<file path="config.mk">
export PLATFORM = sky130hd
export DESIGN_NAME = audio_fir_filter
export DESIGN_NICKNAME = d
export VERILOG_FILES = /design/src/rtl/audio_fir_filter.sv
export SDC_FILE = /design/constraint.sdc
export NUM_CORES = 1
export LEC_CHECK = 0
export CAP_MARGIN = 20
export CORE_MARGIN = 2
export CORE_UTILIZATION = 45
export CTS_CLUSTER_SIZE = 10
export DETAILED_ROUTE_END_ITERATION = 7
export PLACE_DENSITY_LB_ADDON = 0.2
export SLEW_MARGIN = 5
export SYNTH_ARGS = -nofsm -noshare
export SYNTH_HDL_FRONTEND = slang
export SYNTH_SLANG_ARGS = --single-unit
export TNS_END_PERCENT = 100
</file>
<file path="constraint.sdc">
create_clock -name clk -period 13.6 [get_ports clk]
set_input_delay 2.04 -clock clk [delete_from_list [all_inputs] [get_ports clk]]
set_output_delay 2.04 -clock clk [all_outputs]
set_load 0.1 [all_outputs]
</file>
<file path="src/rtl/audio_fir_filter.sv">
// audio_fir_filter
//   Time-multiplexed single-rate FIR for the receiver audio path. One signed
//   sample is accepted per nd/rfd handshake, then a single multiply-accumulate
//   unit walks all NUM_TAPS taps, and the exact full-precision sum is
//   presented on dout with a one-cycle rdy strobe.
//
// Ports
//   clk  : system clock, rising edge
//   sclr : asynchronous active-high reset
//   nd   : new data, din valid this cycle
//   din  : signed input sample (DIN_W)
//   rfd  : ready for data; sample taken on an edge with nd=1 and rfd=1
//   rdy  : one-cycle strobe, dout holds a fresh result
//   dout : signed filter output (DOUT_W), held between rdy pulses
module audio_fir_filter #(
  parameter int DIN_W    = 18,
  parameter int COEF_W   = 14,
  parameter int NUM_TAPS = 16,
  parameter int DOUT_W   = 36,
  // h[0] sits in the least-significant COEF_W bits
  parameter logic [NUM_TAPS*COEF_W-1:0] COEFS = {
    14'd1, 14'd2, 14'd3, 14'd4, 14'd5, 14'd6, 14'd7, 14'd8,
    14'd8, 14'd7, 14'd6, 14'd5, 14'd4, 14'd3, 14'd2, 14'd1
  }
) (
  input  logic                     clk,
  input  logic                     sclr,
  input  logic                     nd,
  input  logic signed [DIN_W-1:0]  din,
  output logic                     rfd,
  output logic                     rdy,
  output logic signed [DOUT_W-1:0] dout
);

  localparam int CNT_W  = $clog2(NUM_TAPS);
  localparam int PROD_W = DIN_W + COEF_W;
  localparam logic [CNT_W-1:0] LAST_TAP = CNT_W'(NUM_TAPS - 1);

  typedef enum logic [1:0] {IDLE, MAC, OUT} state_t;

  state_t                   state;
  logic [CNT_W-1:0]         cnt;
  logic signed [DOUT_W-1:0] acc;
  logic signed [DIN_W-1:0]  x [NUM_TAPS];
  logic signed [COEF_W-1:0] coef [NUM_TAPS];

  // Constant coefficient ROM unpacked from the parameter vector.
  generate
    for (genvar gi = 0; gi < NUM_TAPS; gi++) begin : g_coef
      assign coef[gi] = COEFS[gi*COEF_W +: COEF_W];
    end
  endgenerate

  // Single shared multiplier: both operands signed, so the product is the
  // exact signed PROD_W-bit result; it is then sign-extended to the
  // accumulator width.
  logic signed [PROD_W-1:0] prod;
  logic signed [DOUT_W-1:0] prod_ext;

  assign prod     = x[cnt] * coef[cnt];
  assign prod_ext = {{(DOUT_W-PROD_W){prod[PROD_W-1]}}, prod};

  always_ff @(posedge clk or posedge sclr) begin
    if (sclr) begin
      state <= IDLE;
      cnt   <= '0;
      acc   <= '0;
      dout  <= '0;
      rdy   <= 1'b0;
      rfd   <= 1'b1;
      for (int k = 0; k < NUM_TAPS; k++) begin
        x[k] <= '0;
      end
    end else begin
      // rdy is only ever raised from OUT, so it is a single-cycle strobe.
      rdy <= 1'b0;
      case (state)
        IDLE: begin
          rfd <= 1'b1;
          if (nd) begin
            for (int k = NUM_TAPS - 1; k > 0; k--) begin
              x[k] <= x[k-1];
            end
            x[0]  <= din;
            acc   <= '0;
            cnt   <= '0;
            rfd   <= 1'b0;
            state <= MAC;
          end
        end
        MAC: begin
          // nd is ignored here: the delay line is frozen while taps are summed.
          rfd <= 1'b0;
          acc <= acc + prod_ext;
          cnt <= cnt + CNT_W'(1);
          if (cnt == LAST_TAP) begin
            state <= OUT;
          end
        end
        OUT: begin
          dout  <= acc;
          rdy   <= 1'b1;
          rfd   <= 1'b1;
          state <= IDLE;
        end
        default: begin
          state <= IDLE;
          rfd   <= 1'b1;
        end
      endcase
    end
  end

endmodule

</file>
# After elaboration in Yosys (flattened, before gate mapping)
# Memory sizes are Yosys's and may differ from the RTL's.
# Index checks and enable logic that the tools add are counted.
[op_classes]
addsub = 2
n_mul = 1
magnitude_cmp = 1
eq_ne = 5
mux = 15
n_bitwise = 1
reduce_logical = 5
[op_table]
columns = ["operator", "n"]
rows = [
  ["$bmux W18 S4", 1],
  ["$pmux W36 S2", 1],
  ["$add A36 B32 Y36", 1],
  ["$mux W18", 2],
  ["$mux W36", 1],
  ["$mul A18 B14 Y32", 1],
  ["$mux W14", 2],
  ["$pmux W4 S2", 1],
  ["$reduce_and A2 Y1", 3],
  ["$ge A5 B5 Y1 const B", 1],
  ["$not A4 Y5", 1],
  ["$add A4 B1 Y4 const B", 1],
  ["$eq A4 B4 Y1 const B", 1],
  ["$mux W2", 2],
  ["$mux W4", 1],
  ["$ne A2 B2 Y1 const B", 2],
  ["$pmux W2 S2", 1],
  ["$eq A2 B1 Y1 const B", 1],
  ["$eq A2 B2 Y1 const B", 1],
  ["$logic_not A2 Y1", 1],
  ["$mux W1", 2],
  ["$pmux W1 S2", 1],
  ["$reduce_bool A2 Y1", 1],
]
[totals]
reg_bits = 368
romBits = 224
input_bits = 21
out_inout_bits = 38
wordCells = 53
n_memories = 1
[mem_list]
columns = ["memory", "depth", "width", "read_ports", "rd_clocked_by_memory_dff", "write_ports", "line", "source"]
rows = [
  ["(name not given)", 16, 14, 1, 0, 0, "60", "assign prod = x[cnt] * coef[cnt];"],
]

# Depth between registers and ports, before layout
[depth]
depth_word = 7
mapped_depth = 29
ltp_nobuf = 24

# Worst setup path before layout
# No wires, ideal clock.
[synth_timing]
path_type = "register -> register"
from = "reg cnt[0]"
to = "reg acc[34]"
setup_time_ns = 0.126
arrival_ns = 6.430
required_time_ns = 13.474
slack_ns = 7.044
path_stages_with_launch = 24
path_buffers = 2
period_less_slack_ns = 6.556
path_cell_list = "dfrtp_1 clkbuf_1 buf_4 mux4_2 mux4_2 and2_1 inv_1 fa_1 inv_1 ha_1 ha_1 ha_1 inv_1 fa_1 inv_1 ha_1 and3_4 and2_4 a221oi_2 o221a_2 o21ai_4 a2111o_1 mux2i_1 a221o_1"
[synth_between]
elab_chain_cells = 7
word_cells_on_any_way = 10
cone_classes = "add/sub: 1; mul: 1; mux: 6; bitwise: 1; memory: 1"
[synth_lines]
columns = ["item", "line", "source"]
rows = [
  ["from (decl)", "42", "logic [CNT_W-1:0] cnt;"],
  ["from (signal assigned)", "95", "cnt <= cnt + CNT_W'(1);"],
  ["$not A4 Y5 (not written as such) (*)", "60", ""],
  ["$mem_v2 Z16 W14 or $bmux W18 S4 (tied branches)", "--", ""],
  ["$mux W14 (not written as such) or $mux W18 (tied branches) (2 in a row)", "60", ""],
  ["$mul A18 B14 Y32 (*)", "60", ""],
  ["$add A36 B32 Y36 (*)", "94", "acc <= acc + prod_ext;"],
  ["$pmux W36 S2 (*)", "77", "case (state)"],
  ["to (signal assigned)", "94", ""],
  ["to (decl)", "43", "logic signed [DOUT_W-1:0] acc;"],
]
# Every way passes the cells marked *; elsewhere a longest branch is shown, timed or not. The select of a mux whose other input is x is not followed.
# A chain may end at the register's enable or synchronous reset.

# Worst setup path after layout
# Ends and elaborated chain as after synthesis.

==> insert_results.sql <==
INSERT INTO impl_metrics (metric_group, metric, value, unit) VALUES
('outcome', 'result_of_the_run', 'completed', ''),
('die', 'die_h', '223', 'um'),
('drt', 'wirelength', '42000', 'um'),
('sta', 'timing.clock.skew', '0.0158', 'ns'),
('logic_synthesis', 'post_synthesis_instance_total', '1643', ''),
('cts', 'path_clk_slew', '0.06', 'ns'),
('logic_synthesis', 'synth_enable_flop_cells', '0', ''),
('sta', 'rsz0062_at_grt', 'false', ''),
('die', 'rows', '80', ''),
('logic_synthesis', 'ys_async_sr_fraction', '100', '%'),
('logic_synthesis', 'synth-main-ff-cell', 'sky130_fd_sc_hd__dfrtp_1', ''),
('setup_path', 'critical_path_class', 'register to register', ''),
('cts', 'clk_latency', '0.57', 'ns'),
('die', 'core', '47400', 'sq um'),
('cts', 'cts_max_path_buffers', '3', ''),
('grt', 'maximum_number_of_pins_on_one_net_before_global_route_repair', '202', ''),
('grt', 'grt_first_pass_wirelength', '71400', 'um'),
('setup_path', 'worstSetupEndpointType', 'register', ''),
('drt', 'num_vias', '12500', ''),
('layout', 'syn2layout_area_growth', '11.3', '%'),
('setup_path', 'maximum_fanout_along_the_worst_path', '51', ''),
('sta', 'fin_hold_ws', '0.473', 'ns'),
('place', 'detailedPlacementHpwl', '28800', 'um'),
('logic_synthesis', 'synth_top_area_cell', 'sky130_fd_sc_hd__dfrtp_1', ''),
('worst_hold_path', 'hp-class', 'register to register', ''),
('layout', 'nNetsFinal', '1927', ''),
('grt', 'grt_overflow', '0', ''),
('drt', 'route.detailed.vias_per_inst', '5.40', ''),
('grt', 'vias_in_the_first_global_route', '13500', ''),
('logic_synthesis', 'seq_area_frac_synth', '42.8', '%'),
('layout', 'finish.utilization', '50.5', '%'),
('cts', 'cts-hold-fix-buffers', '0', ''),
('layout', 'nFillCells', '4162', ''),
('logic_synthesis', 'synth-seq-cells', '368', ''),
('setup_path', 'required', '14.04', 'ns'),
('setup_path', 'timing.critical_path.arrival', '7.86', 'ns'),
('sta', 'hold_violations', '0', ''),
('sta', 'layout_worst_path_cycle_share', '54.5', '%'),
('place', 'placement.io_buffers', '58', ''),
('logic_synthesis', 'netlist_top_cells_area', 'sky130_fd_sc_hd__dfrtp_1 43%, sky130_fd_sc_hd__mux2_2 16%, sky130_fd_sc_hd__mux4_2 9.5%, sky130_fd_sc_hd__ha_1 8.3%, sky130_fd_sc_hd__fa_1 7.6%', ''),
('cts', 'number_of_h_tree_levels', '2', ''),
('die', 'die_area', '49600', 'sq um'),
('drt', 'wl_per_cell', '18.2', 'um'),
('logic_synthesis', 'synth_top_cell_area_share', '42.7', '%'),
('drt', 'drc_errors', '0', ''),
('die', 'io-pin-count', '59', ''),
('sta', 'setup_total_negative_slack', '0', 'ns'),
('grt', 'grt_antenna_before_repair', '0', ''),
('logic_synthesis', 'syn_area_per_cell', '13.1', 'sq um'),
('sta', 'timing.final.max_slew_violations', '0', ''),
('cts', 'cts_sinks', '368', ''),
('logic_synthesis', 'yosysUniqueCellTypes', '63', ''),
('drt', 'dr.first_iter.drc_count', '578', ''),
('setup_path', 'cp-start-kind', 'register', ''),
('sta', 'setup_viol_count_final', '0', ''),
('logic_synthesis', 'post_synth_instance_area', '21500', 'sq um'),
('cts', 'clock_tree.root_cell', 'sky130_fd_sc_hd__clkbuf_16', ''),
('logic_synthesis', 'postSynthNetCount', '1888', ''),
('cts', 'cts-buffers-inserted', '44', ''),
('logic_synthesis', 'yosys_warnings', '0', ''),
('cts', 'tritoncts', 'done', ''),
('flow_run', 'max_cap_violations', '0', ''),
('sta', 'slew-limit-headroom', '30.9', '%'),
('die', 'initial_utilization', '45.4', '%'),
('die', 'x_dimension_of_the_die', '223', 'um'),
('layout', 'layout-drive-gt1-share', '28.5', '%'),
('sta', 'min_period', '7.42', 'ns'),
('sta', 'transition_time_at_the_pin_with_the_least_slew_margin', '1.04', 'ns'),
('sta', 'max_freq', '135', 'MHz'),
('place', 'gp_congestion', '0.819', ''),
('drt', 'drt_first_pass_iters', '5', ''),
('cts', 'post-cts-setup-buffers', '0', ''),
('cts', 'post_cts.resized_instances', '0', ''),
('grt', 'global_route.usage.total', '18.0', '%'),
('layout', 'n_antenna_cell', '0', ''),
('drt', 'antenna_left', '0', '');
==> metal layers <==
layer,wire (um),up-vias,track usage (%)
met1,19300,6399,24.1
met4,1100,0,5.43
met3,1360,64,3.11
met5,0,-,0
met2,20200,171,29.9
li1,-,5826,-
==> kinds of logic after synthesis <==
logic type	synth area share (%)
AOI/OAI and AO/OA	4.65
adders and majority gates	15.9
xor gates and xnor gates	1.42
buffers and inverters	4.47
muxes	25.5
and+or+nand+nor	5.30
DFF	42.8
==> Yosys cell counts, types with 8 or more instances <==
| library cell | n |
|---|---|
| sky130_fd_sc_hd__dfrtp_1 | 367 |
| sky130_fd_sc_hd__nand2_1 | 92 |
| sky130_fd_sc_hd__nand2b_1 | 18 |
| sky130_fd_sc_hd__nor2b_1 | 23 |
| sky130_fd_sc_hd__mux2_2 | 302 |
| sky130_fd_sc_hd__nand4_1 | 9 |
| sky130_fd_sc_hd__buf_1 | 8 |
| sky130_fd_sc_hd__nor2_1 | 15 |
| sky130_fd_sc_hd__xnor2_1 | 19 |
| sky130_fd_sc_hd__a21o_1 | 13 |
| sky130_fd_sc_hd__inv_1 | 160 |
| sky130_fd_sc_hd__a21oi_1 | 32 |
| sky130_fd_sc_hd__xor2_1 | 16 |
| sky130_fd_sc_hd__and2_1 | 35 |
| sky130_fd_sc_hd__clkbuf_1 | 49 |
| sky130_fd_sc_hd__buf_2 | 19 |
| sky130_fd_sc_hd__o21ai_0 | 68 |
| sky130_fd_sc_hd__mux4_2 | 91 |
| sky130_fd_sc_hd__ha_1 | 142 |
| sky130_fd_sc_hd__fa_1 | 82 |
==> area by class of cell <==
cell class / instances / area, sq um / area share, %
Sequential cell: 368 / 9220 / 38.5
Clock inverter: 5 / 65.1 / 0.272
Clock buffer: 52 / 1170 / 4.89
Multi-Input combinational cell: 1034 / 11400 / 47.4
Inverter: 160 / 608 / 2.54
Timing Repair Buffer: 74 / 753 / 3.15
Tap cell: 615 / 769 / 3.21
==> final timing paths <==
path	cells after the start	endpoint	slack [ns]	from
max in group asynchronous	3	x[68]	10.18	sclr
setup / recovery	21	acc[34]	6.18	cnt[0]
setup reg to reg	21	acc[34]	6.18	cnt[0]
hold reg to reg	2	acc[28]	0.47	acc[28]
min in group asynchronous	2	dout[22]	2.01	sclr
hold / removal	2	acc[28]	0.47	acc[28]
==> registers in the layout (all words and copies together), names as in the netlist <==
name,cells
x,288
cnt,4
dout,36
rfd,1
acc,36
rdy,1
state,2
==> placed cells by master, fill, tap and decap left out, types with 7 or more instances in the layout <==
cell / netlist / final
sky130_fd_sc_hd__a21o_1: 13 / 13
sky130_fd_sc_hd__dfrtp_1: 367 / 364
sky130_fd_sc_hd__inv_1: 160 / 159
sky130_fd_sc_hd__mux4_2: 91 / 91
sky130_fd_sc_hd__xnor2_1: 19 / 19
sky130_fd_sc_hd__nor2_1: 15 / 15
sky130_fd_sc_hd__a22o_1: 7 / 7
sky130_fd_sc_hd__a21oi_1: 32 / 32
sky130_fd_sc_hd__o21ai_0: 68 / 68
sky130_fd_sc_hd__nand4_1: 9 / 9
sky130_fd_sc_hd__mux2_2: 302 / 302
sky130_fd_sc_hd__xor2_1: 16 / 16
sky130_fd_sc_hd__fa_1: 82 / 82
sky130_fd_sc_hd__nand2b_1: 18 / 17
sky130_fd_sc_hd__ha_1: 142 / 142
sky130_fd_sc_hd__buf_4: 1 / 13
sky130_fd_sc_hd__nor2b_1: 23 / 22
sky130_fd_sc_hd__clkbuf_16: 0 / 44
sky130_fd_sc_hd__clkdlybuf4s50_1: 0 / 58
sky130_fd_sc_hd__nand3_1: 7 / 7
sky130_fd_sc_hd__nand2_1: 92 / 92
sky130_fd_sc_hd__and2_1: 35 / 35
sky130_fd_sc_hd__a31oi_1: 7 / 7
==> metrics by stage <==
stage                     std cells  area, sq um  setup WS [ns]
after floorplan                1643        21500           1.34
after global placement         2249        22700           6.17
after detailed placement       2249        22700           6.06
after CTS                      2306        23900           6.04
after global routing           2308        23900           5.72
final                          2308        23900           6.18
==> worst max-delay path, cell delays in order (launching register included) <==
cell                       delay (ns)
sky130_fd_sc_hd__dfrtp_4         1.03
sky130_fd_sc_hd__mux4_2          0.60
sky130_fd_sc_hd__mux4_2          0.52
sky130_fd_sc_hd__and2_1          0.33
sky130_fd_sc_hd__inv_1           0.65
sky130_fd_sc_hd__fa_1            0.54
sky130_fd_sc_hd__inv_1           0.07
sky130_fd_sc_hd__ha_1            0.22
sky130_fd_sc_hd__ha_1            0.29
sky130_fd_sc_hd__ha_1            0.27
sky130_fd_sc_hd__inv_1           0.04
sky130_fd_sc_hd__fa_1            0.47
sky130_fd_sc_hd__inv_1           0.04
sky130_fd_sc_hd__ha_1            0.36
sky130_fd_sc_hd__and3_4          0.23
sky130_fd_sc_hd__and2_4          0.15
sky130_fd_sc_hd__a221oi_2        0.31
sky130_fd_sc_hd__o221a_2         0.27
sky130_fd_sc_hd__o21ai_4         0.09
sky130_fd_sc_hd__a2111o_1        0.38
sky130_fd_sc_hd__mux2i_1         0.13
sky130_fd_sc_hd__a221o_1         0.26
Power is not shown: default switching activity piles up to over one toggle a cycle in this logic, so the estimate is an artifact.
